===== src/rtl/vend_fsm_param.sv =====
// Parametrised vending-machine controller: saturating credit, index-priced products,
// timed dispense pulse and change/refund payout. All outputs are registered.
module vend_fsm_param #(
    parameter  int CREDIT_W    = 5,
    parameter  int COIN_W      = 3,
    parameter  int NUM_PROD    = 4,
    parameter  int PRICE_BASE  = 3,
    parameter  int PRICE_STEP  = 2,
    parameter  int DISP_CYCLES = 2,
    localparam int SEL_W       = (NUM_PROD > 1) ? $clog2(NUM_PROD) : 1
) (
    input  logic                clk,
    input  logic                rst_n,
    input  logic                i_coin_valid,
    input  logic [COIN_W-1:0]   i_coin_val,
    input  logic                i_buy,
    input  logic [SEL_W-1:0]    i_sel,
    input  logic                i_cancel,
    output logic [CREDIT_W-1:0] o_credit,
    output logic                o_coin_reject,
    output logic                o_buy_deny,
    output logic                o_dispense,
    output logic [SEL_W-1:0]    o_disp_id,
    output logic                o_change_valid,
    output logic [CREDIT_W-1:0] o_change_amt,
    output logic                o_busy
);

    typedef enum logic [1:0] {
        ST_IDLE   = 2'd0,
        ST_HOLD   = 2'd1,
        ST_VEND   = 2'd2,
        ST_CHANGE = 2'd3
    } state_t;

    localparam int                CW1   = CREDIT_W + 1;
    localparam int                CNT_W = (DISP_CYCLES > 1) ? $clog2(DISP_CYCLES) : 1;
    localparam logic [CREDIT_W:0] MAXC  = CW1'((1 << CREDIT_W) - 1);

    function automatic logic [CREDIT_W:0] price_f(input logic [SEL_W-1:0] idx);
        price_f = CW1'(PRICE_BASE + int'(idx) * PRICE_STEP);
    endfunction

    state_t                r_state;
    logic [CREDIT_W-1:0]   r_credit;
    logic                  r_coin_reject;
    logic                  r_buy_deny;
    logic                  r_dispense;
    logic [SEL_W-1:0]      r_disp_id;
    logic                  r_change_valid;
    logic [CREDIT_W-1:0]   r_change_amt;
    logic                  r_busy;
    logic [CNT_W-1:0]      r_cnt;

    state_t                w_state_nx;
    logic [CREDIT_W-1:0]   w_credit_nx;
    logic                  w_coin_reject_nx;
    logic                  w_buy_deny_nx;
    logic                  w_dispense_nx;
    logic [SEL_W-1:0]      w_disp_id_nx;
    logic                  w_change_valid_nx;
    logic [CREDIT_W-1:0]   w_change_amt_nx;
    logic [CNT_W-1:0]      w_cnt_nx;
    logic [CREDIT_W:0]     w_sum;
    logic [CREDIT_W:0]     w_price;
    logic                  w_coin_ok;
    logic                  w_buy_ok;
    logic                  w_cancel_act;

    // Next-state, next-credit and next-output decode.
    always_comb begin
        w_state_nx        = r_state;
        w_credit_nx       = r_credit;
        w_coin_reject_nx  = 1'b0;
        w_buy_deny_nx     = 1'b0;
        w_dispense_nx     = 1'b0;
        w_disp_id_nx      = r_disp_id;
        w_change_valid_nx = 1'b0;
        w_change_amt_nx   = '0;
        w_cnt_nx          = r_cnt;

        // Sum kept one bit wider so an overflowing coin is detected instead of wrapping.
        w_sum        = {1'b0, r_credit} + CW1'(i_coin_val);
        w_coin_ok    = (i_coin_val != '0) && (w_sum <= MAXC);
        w_price      = price_f(i_sel);
        w_buy_ok     = (int'(i_sel) < NUM_PROD) && ({1'b0, r_credit} >= w_price);
        w_cancel_act = i_cancel && (r_state == ST_HOLD);

        case (r_state)
            ST_IDLE, ST_HOLD: begin
                if (w_cancel_act) begin
                    w_state_nx        = ST_CHANGE;
                    w_change_valid_nx = 1'b1;
                    w_change_amt_nx   = r_credit;
                    w_coin_reject_nx  = i_coin_valid;
                    w_buy_deny_nx     = i_buy;
                end else if (i_buy) begin
                    w_coin_reject_nx = i_coin_valid;
                    if (w_buy_ok) begin
                        w_state_nx    = ST_VEND;
                        w_dispense_nx = 1'b1;
                        w_disp_id_nx  = i_sel;
                        w_credit_nx   = r_credit - w_price[CREDIT_W-1:0];
                        w_cnt_nx      = CNT_W'(DISP_CYCLES - 1);
                    end else begin
                        w_buy_deny_nx = 1'b1;
                    end
                end else if (i_coin_valid) begin
                    if (w_coin_ok) begin
                        w_credit_nx = w_sum[CREDIT_W-1:0];
                        w_state_nx  = ST_HOLD;
                    end else begin
                        w_coin_reject_nx = 1'b1;
                    end
                end else begin
                    w_state_nx = r_state;
                end
            end
            ST_VEND: begin
                w_coin_reject_nx = i_coin_valid;
                w_buy_deny_nx    = i_buy;
                if (r_cnt == '0) begin
                    if (r_credit != '0) begin
                        w_state_nx        = ST_CHANGE;
                        w_change_valid_nx = 1'b1;
                        w_change_amt_nx   = r_credit;
                    end else begin
                        w_state_nx = ST_IDLE;
                    end
                end else begin
                    w_cnt_nx      = r_cnt - CNT_W'(1);
                    w_dispense_nx = 1'b1;
                end
            end
            ST_CHANGE: begin
                w_coin_reject_nx = i_coin_valid;
                w_buy_deny_nx    = i_buy;
                w_credit_nx      = '0;
                w_state_nx       = ST_IDLE;
            end
            default: begin
                w_state_nx  = ST_IDLE;
                w_credit_nx = '0;
            end
        endcase
    end

    // State and registered-output update; reset aborts any sale in progress.
    always_ff @(posedge clk or negedge rst_n) begin
        if (!rst_n) begin
            r_state        <= ST_IDLE;
            r_credit       <= '0;
            r_coin_reject  <= 1'b0;
            r_buy_deny     <= 1'b0;
            r_dispense     <= 1'b0;
            r_disp_id      <= '0;
            r_change_valid <= 1'b0;
            r_change_amt   <= '0;
            r_busy         <= 1'b0;
            r_cnt          <= '0;
        end else begin
            r_state        <= w_state_nx;
            r_credit       <= w_credit_nx;
            r_coin_reject  <= w_coin_reject_nx;
            r_buy_deny     <= w_buy_deny_nx;
            r_dispense     <= w_dispense_nx;
            r_disp_id      <= w_disp_id_nx;
            r_change_valid <= w_change_valid_nx;
            r_change_amt   <= w_change_amt_nx;
            r_busy         <= (w_state_nx == ST_VEND) || (w_state_nx == ST_CHANGE);
            r_cnt          <= w_cnt_nx;
        end
    end

    assign o_credit       = r_credit;
    assign o_coin_reject  = r_coin_reject;
    assign o_buy_deny     = r_buy_deny;
    assign o_dispense     = r_dispense;
    assign o_disp_id      = r_disp_id;
    assign o_change_valid = r_change_valid;
    assign o_change_amt   = r_change_amt;
    assign o_busy         = r_busy;

endmodule

===== config.mk =====
export PLATFORM = sky130hd
export DESIGN_NAME = vend_fsm_param
export DESIGN_NICKNAME = d
export VERILOG_FILES = /design/src/rtl/vend_fsm_param.sv
export SDC_FILE = /design/constraint.sdc
export NUM_CORES = 1
export LEC_CHECK = 0
export CORE_MARGIN = 2
export CORE_UTILIZATION = 51
export DETAILED_ROUTE_END_ITERATION = 6
export PLACE_DENSITY = 0.93
export SLEW_MARGIN = 5
export SYNTH_ARGS = -nofsm -noshare
export SYNTH_HDL_FRONTEND = slang
export SYNTH_SLANG_ARGS = --single-unit

===== constraint.sdc =====
create_clock -name clk -period 3.1 [get_ports clk]
set_clock_uncertainty 0.05 [all_clocks]
set_input_delay 0.62 -clock clk [delete_from_list [all_inputs] [get_ports clk]]
set_output_delay 0.62 -clock clk [all_outputs]
set_load 0.02 [all_outputs]

== After elaboration in Yosys (flattened, before gate mapping) ==
Cells that the tools add are included.

* Flip-flop bits (word level): 20
* Latch bits: 0
* Memory bits (read-only): 0
* Output and inout bits: 17
* Input bits: 10
* Memory bits (writable): 0
* Memories kept: 0
* Word-level logic and storage cells: 82

* Muxes and demuxes: 41
* Add/sub/neg operators: 4
* Eq/ne operators: 11
* Reduce and logical (&&, ||, !) cells: 13
* Multipliers: 0
* Div/mod/pow operators: 0
* Magnitude comparators: 2
* Shift-type cells: 0
* Bitwise gates (word level): 1

{| class="wikitable"
|+ Operators with widths
! kind !! number
|-
| $mux W5 || 8
|-
| $pmux W5 S2 || 2
|-
| $mux W1 || 18
|-
| $mux W2 || 7
|-
| $pmux W1 S2 || 5
|-
| $ne A3 B3 Y1 const B || 3
|-
| $eq A2 B2 Y1 const B || 4
|-
| $reduce_and A4 Y1 || 2
|-
| $add A5 B3 Y6 || 1
|-
| $le A6 B5 Y1 const B || 1
|-
| $ne A2 B2 Y1 const B || 3
|-
| $pmux W2 S3 || 1
|-
| $ge A5 B4 Y1 || 1
|-
| $reduce_and A5 Y1 || 1
|-
| $reduce_bool A5 Y1 || 1
|-
| $sub A5 B4 Y5 || 1
|-
| $add A2 B3 Y4 const A || 1
|-
| $reduce_bool A2 Y1 || 2
|-
| $reduce_or A2 Y1 || 2
|-
| $reduce_bool A3 Y1 || 1
|-
| $eq A2 B1 Y1 const B || 1
|-
| $logic_and A1 B1 Y1 || 2
|-
| $logic_not A2 Y1 || 1
|-
| $logic_or A1 B1 Y1 || 1
|-
| other kinds (2) || 2
|}

== Logic depth before layout (Yosys ltp) ==
Gate-level depths: netlist of the first run.

* Depth after elaboration: 10
* Depth in mapped cells: 10
* Mapped depth without buffers: 9

== Worst setup path after synthesis of the first run ==
Ideal clock, no wire load.

* Path kind: input to register
* From: in i_sel[0]
* To: reg r_credit[3] (netlist: o_credit[3])
* Library setup time: 123 ps
* Path slack: 568 ps
* Required time: 2927 ps
* Stages on the path: 10
* Path buffers: 1
* Arrival time: 2359 ps
* Cell sequence: ha_1 -> inv_1 -> ha_1 -> a311oi_1 -> o21ai_1 -> and3_1 -> buf_2 -> a21oi_2 -> a21oi_1 -> o221a_2

* Longest elaborated chain between the ends: 6
* Elaborated cells between the ends (all ways): 9
* Classes of those cells: 2 x add/sub; 1 x order compare; 1 x eq/ne; 4 x mux; 1 x reduce/logical

{| class="wikitable"
|+ Ends and longest elaborated chain
! item !! line !! text
|-
| start, declared || 17 || <nowiki>input logic [SEL_W-1:0] i_sel,</nowiki>
|-
| $add A2 B3 Y4 (*) || 41 || <nowiki>price_f = CW1'(PRICE_BASE + int'(idx) * PRICE_STEP);</nowiki>
|-
| $sub A5 B4 Y5 || 103 || <nowiki>w_credit_nx = r_credit - w_price[CREDIT_W-1:0];</nowiki>
|-
| $mux W5 || 99 || <nowiki>if (w_buy_ok) begin</nowiki>
|-
| $mux W5 || 97 || <nowiki>end else if (i_buy) begin</nowiki>
|-
| $mux W5 || 91 || <nowiki>if (w_cancel_act) begin</nowiki>
|-
| $pmux W5 S2 || 89 || <nowiki>case (r_state)</nowiki>
|-
| end signal, assigned || 163 || <nowiki>r_credit <= w_credit_nx;</nowiki>
|-
| end, declared || 45 || <nowiki>logic [CREDIT_W-1:0] r_credit;</nowiki>
|}

Mark *: on every way between the ends. The rest lies on a longest branch, timed or not. The select of a mux whose other input is x is not followed.
A chain may end at the register's enable or synchronous reset.

== Worst setup path in the final report of the first run ==
Ends and elaborated chain as after synthesis.

==> flow_summary.ini, run 1 <==
[setup_path]
crit_chain = clkdlybuf4s50_1 > ha_1 > inv_1 > ha_1 > a311oi_1 > o21ai_1 > and3_1 > a21oi_2 > a21oi_1 > o221a_2
required_ns = 3.24
crit_family = compound AO/OA/AOI/OAI gates
cp.arrival_ns = 3.02
startpoint_type = primary input
crit_buf_inv = 2
crit_type = primary input to flip-flop
cp-end-kind = flip-flop
max_stage_delay_ns = 0.45
crit_top_cell = ha_1
crit_fanout = 5
cpMaxStageDelayCell = clkdlybuf4s50_1

[clock_tree]
root_buffer = clkbuf_4
cts_buffers = 3
cts.clk_slew.worst_paths_ns = 0.10
insertion_delay_ns = 0.29
cts.path.max_buffers = 2
cts_setup_buffers = 0
htreeDepth = 1
numClockSinks = 19
cts-resized-gates = 0
cts_tree = done
postCtsHoldBufs = 0

[pwr]
p_leak_nw = 0.682
p_sw_share_pct = 43.5
p_comb_share_pct = 57.4
powerDensity_nw_per_um2 = 897
peakVddDrop_mv = 0.538
clkPwrFrac_pct = 9.1
switching_power_w = 0.000586
p_int_w = 0.000762
seq_power_share_pct = 33.4

[synthesis]
syn-instance-count = 118
yosys.area.top_type = dfrtp_1
seq_area_frac_synth_pct = 40.8
syn_area_per_cell_um2 = 9.87
synth_top_area_share_pct = 40.8
synthArstFlopShare_pct = 100
synth.net_count = 138
synth.area.top_cells = dfrtp_1 41%, ha_1 8.6%, a21oi_1 4.7%
ys_types = 41
synth_ff_type = dfrtp_1
synth-seq-cells = 19
synth-edff-count = 0
yosys_warnings = 0
syn_area_um2 = 1160

[final_layout]
areaGrowthSynthToFinish_pct = 29.0
layout-drive-gt1-share_pct = 12.8
final_nets = 170
seqCellArea_um2 = 475
nFillCells = 163
multi_input_area_um2 = 646
diodes = 0
layout_commonest_cell = clkdlybuf4s50_1
final_cell_mix = 26 x clkdlybuf4s50_1, 19 x dfrtp_1, 11 x a21oi_1

[timing]
rsz0062_at_grt = no
period_share_pct = 92.8
finalHoldViolCount = 0
min_period_ns = 2.88
tns_ns = 0
setup_slack_ns = 0.223
drv_slew = 0
slew_headroom_pct = 45.3
setup_violations = 0
worst_pin_slew_ns = 0.817
fmax_mhz = 348

[placement]
port-buffer-count = 26
post-place-ws_ns = -0.0371
dp.final_hpwl_um = 2090
globalplace.congestion = 0.847

[route]
drtIter0Drc = 19
wl_per_cell_um = 14.9
dr_total_vias = 1008
drc_errors = 0
wirelength_um = 2630
final_antenna_net_count = 0
vias_per_cell = 5.69
first_pass_iters = 4

[flow_run]
maxCapViolations = 0

[floorplanning]
die_w_um = 51.8
start_util_pct = 53.2
ioPinCount = 27
die-area_um2 = 2680
core-area_um2 = 2190
row_count = 17
die_h_um = 51.8

[grt]
gr-total-overflow = 0
antenna_found_initial = 0
grt_use_total_pct = 23.4
grt_pass1_vias = 1031
grt_first_pass_wirelength_um = 4630
grt_max_degree = 20

[hold_path]
worstHoldPathType = flip-flop to flip-flop

[status]
status = finished clean
## final timing paths
check	startpoint	depth (start not counted)	end	slack (ns)
max	i_sel[0]	10	o_credit[3]$_DFFE_PN0P_	0.22
min	o_disp_id[1]$_DFFE_PN0P_	1	o_disp_id[1]$_DFFE_PN0P_	0.48
max reg2reg	o_credit[1]$_DFFE_PN0P_	8	o_credit[3]$_DFFE_PN0P_	0.72
min reg2reg	o_disp_id[1]$_DFFE_PN0P_	1	o_disp_id[1]$_DFFE_PN0P_	0.48
max in group asynchronous	rst_n	1	r_cnt$_DFFE_PN0P_	1.76
min in group asynchronous	rst_n	1	o_disp_id[1]$_DFFE_PN0P_	0.74
## routing by layer
| layer | global-route usage (%) | wire [um] | vias to the layer above |
|---|---|---|---|
| met3 | 2.01 | 114 | 4 |
| met2 | 41.7 | 1380 | 39 |
| li1 | - | - | 478 |
| met1 | 29.1 | 1100 | 487 |
| met4 | 9.65 | 38 | 0 |
| met5 | 0 | 0 | - |
## stage by stage
stage	util [%]	hold slack (ns)	instances	cell area [um2]	power, W
3_5_place_dp	67.4	0.454	173	1480	0.00123
4_1_cts	68.6	0.481	177	1500	0.00135
6_report	68.6	0.477	177	1500	0.00135
5_1_grt	68.6	0.508	177	1500	0.00146
2_1_floorplan	-	0.274	118	1160	0.000924
3_3_place_gp	67.4	0.443	173	1480	0.00119
## flip-flops by register name, summed over array words and instances, names as in the netlist
register        count
o_change_amt        5
r_state             1
o_credit            5
o_disp_id           2
o_change_valid      1
o_dispense          1
o_coin_reject       1
o_busy              1
o_buy_deny          1
r_cnt               1
## synth_stat cells, types with 4 or more instances
cell type  instances
o21ai_0            7
ha_1               8
nor2_1             9
nand2_1            7
nor2b_1            4
dfrtp_1           19
a21oi_1           11
inv_1              8
and2_1             4
## power groups by stage
| stage | Sequential, W | Clock, W | Combinational (W) |
|---|---|---|---|
| 6_report | 0.000451 | 0.000123 | 0.000774 |
| 5_1_grt | 0.000469 | 0.000141 | 0.000849 |
| 4_1_cts | 0.000450 | 0.000126 | 0.000775 |
| 3_5_place_dp | 0.000456 | 0 | 0.000769 |
| 3_3_place_gp | 0.000449 | 0 | 0.000741 |
| 2_1_floorplan | 0.000517 | 0 | 0.000406 |
## kinds of logic (layout without fill, tap and decap cells)
| kind of cell | count (synthesis) | after routing | share of synthesized area (%) |
|---|---|---|---|
| buf+inv | 11 | 42 | 3.76 |
| compound gates | 37 | 37 | 22.3 |
| fa+ha+maj | 10 | 10 | 12.0 |
| mux | 3 | 3 | 2.79 |
| simple gates | 36 | 36 | 16.8 |
| flops | 19 | 19 | 40.8 |
| xor+xnor | 2 | 2 | 1.50 |
## cell type report
| type | count | area share (%) |
|---|---|---|
| clock buffer | 4 | 1.75 |
| inverter | 8 | 2.00 |
| multi-input combinational | 88 | 43.0 |
| sequential | 19 | 31.6 |
| tap | 28 | 2.33 |
| timing repair buffer | 30 | 19.3 |
Power figures use the tool's default switching activity.
==> inputs of run 2 (changes only) <==
--- a/config.mk
+++ b/config.mk
@@ -6,9 +6,9 @@
 export NUM_CORES = 1
 export LEC_CHECK = 0
 export CORE_MARGIN = 2
-export CORE_UTILIZATION = 51
+export CORE_UTILIZATION = 53
 export DETAILED_ROUTE_END_ITERATION = 6
-export PLACE_DENSITY = 0.93
+export PLACE_DENSITY = 0.95
 export SLEW_MARGIN = 5
 export SYNTH_ARGS = -nofsm -noshare
 export SYNTH_HDL_FRONTEND = slang
==> flow_summary.ini, run 2 (synthesis gave the netlist of run 1 again) <==
[floorplanning]
die_w_um = 50.9
row_count = 16
ioPinCount = 27
die-area_um2 = 2590
core-area_um2 = 2020
start_util_pct = 57.6
die_h_um = 50.9

[final_layout]
layout-drive-gt1-share_pct = 13.3
seqCellArea_um2 = 475
multi_input_area_um2 = 646
final_cell_mix = 26 x clkdlybuf4s50_1, 19 x dfrtp_1, 11 x a21oi_1
areaGrowthSynthToFinish_pct = 29.5
final_nets = 171
layout_commonest_cell = clkdlybuf4s50_1
final_cells = 177
nFillCells = 150
diodes = 0

[route]
dr_total_vias = 1069
drc_errors = 0
wirelength_um = 2800
final_antenna_net_count = 0
vias_per_cell = 6.04
wl_per_cell_um = 15.8
first_pass_iters = 4
drtIter0Drc = 40

[pwr]
peakVddDrop_mv = 0.591
seq_power_share_pct = 33.1
powerDensity_nw_per_um2 = 912
switching_power_w = 0.000608
p_comb_share_pct = 57.5
p_sw_share_pct = 44.2
p_leak_nw = 0.686
p_int_w = 0.000768
p_total_w = 0.00138
clkPwrFrac_pct = 9.4

[timing]
tns_ns = 0
fmax_mhz = 360
period_share_pct = 89.7
setup_violations = 0
min_period_ns = 2.78
rsz0062_at_grt = no
worst_pin_slew_ns = 0.814
drv_slew = 0
finalHoldViolCount = 0
slew_headroom_pct = 45.5

[grt]
antenna_found_initial = 0
grt_pass1_vias = 1074
grt_first_pass_wirelength_um = 4670
grt_max_degree = 20
grt_use_total_pct = 24.4
gr-total-overflow = 0

[setup_path]
required_ns = 3.28
cp.arrival_ns = 2.96
crit_type = primary input to flip-flop
startpoint_type = primary input
r2r_slack_ns = 0.70
cp-end-kind = flip-flop
crit_fanout = 5

[clock_tree]
cts-resized-gates = 0
insertion_delay_ns = 0.31
cts.path.max_buffers = 2
numClockSinks = 19
cts_setup_buffers = 0
cts_tree = done
cts.clk_slew.worst_paths_ns = 0.10
root_buffer = clkbuf_4
htreeDepth = 1
postCtsHoldBufs = 0
cts_buffers = 3

[flow_run]
maxCapViolations = 0

[placement]
dp_cells = 173
globalplace.congestion = 0.837
port-buffer-count = 26
dp.final_hpwl_um = 2110

[status]
status = finished clean

[hold_path]
worstHoldPathType = flip-flop to flip-flop
==> run 2: worst paths after layout <==
kind                                     startpoint                         to  cells after the start
max                                        i_sel[1]    o_credit[0]$_DFFE_PN0P_                     10
min                        o_disp_id[1]$_DFFE_PN0P_   o_disp_id[1]$_DFFE_PN0P_                      1
max reg2reg                 o_credit[0]$_DFFE_PN0P_    o_credit[4]$_DFFE_PN0P_                      9
min reg2reg                o_disp_id[1]$_DFFE_PN0P_   o_disp_id[1]$_DFFE_PN0P_                      1
max in group asynchronous                     rst_n   o_disp_id[1]$_DFFE_PN0P_                      1
min in group asynchronous                     rst_n  o_change_amt[3]$_DFF_PN0_                      1
==> run 2: metal layers <==
metal	up-vias	GRT usage, %	part of all wire [%]	routed length (um)
met4	0	13.1	2.6	72
li1	481	-	-	-
met3	13	7.02	9.8	274
met2	75	40.6	50	1410
met5	-	0	0	0
met1	500	28.5	37	1040
==> run 2: power groups by stage <==
stage	logic, W	registers (W)	clock network (W)
after floorplan	0.000406	0.000517	0
after global placement	0.000749	0.000450	0
after detailed placement	0.000781	0.000459	0
after CTS	0.000789	0.000453	0.000125
after global routing	0.000854	0.000474	0.000140
final	0.000791	0.000456	0.000129
==> run 2: area by class of cell <==
type                    count  share of cell area, %
well taps                  27                   2.24
repair buffers             31                   19.7
flip-flops and latches     19                   31.5
inverters                   8                   1.99
multi-input cells          88                   42.8
clock buffers               4                   1.74
==> run 2: worst max-delay path, cell delays in order <==
cell and delay, ns:
clkdlybuf4s50_1 0.43, ha_1 0.28, inv_1 0.04, ha_1 0.35, o21ai_1 0.11, o21ai_1 0.27
and2_4 0.21, o21ai_4 0.07, or4_1 0.49, o211ai_2 0.09
==> run 2: through the flow <==
step / util (%) / setup WS (ns) / hold slack [ns] / instance area [um2]
3_5_place_dp: 73.3 / 0.0352 / 0.455 / 1480
3_3_place_gp: 73.3 / 0.133 / 0.447 / 1480
6_report: 74.6 / 0.320 / 0.474 / 1510
5_1_grt: 74.6 / 0.209 / 0.490 / 1510
2_1_floorplan: - / 0.568 / 0.274 / 1160
4_1_cts: 74.6 / 0.339 / 0.477 / 1510
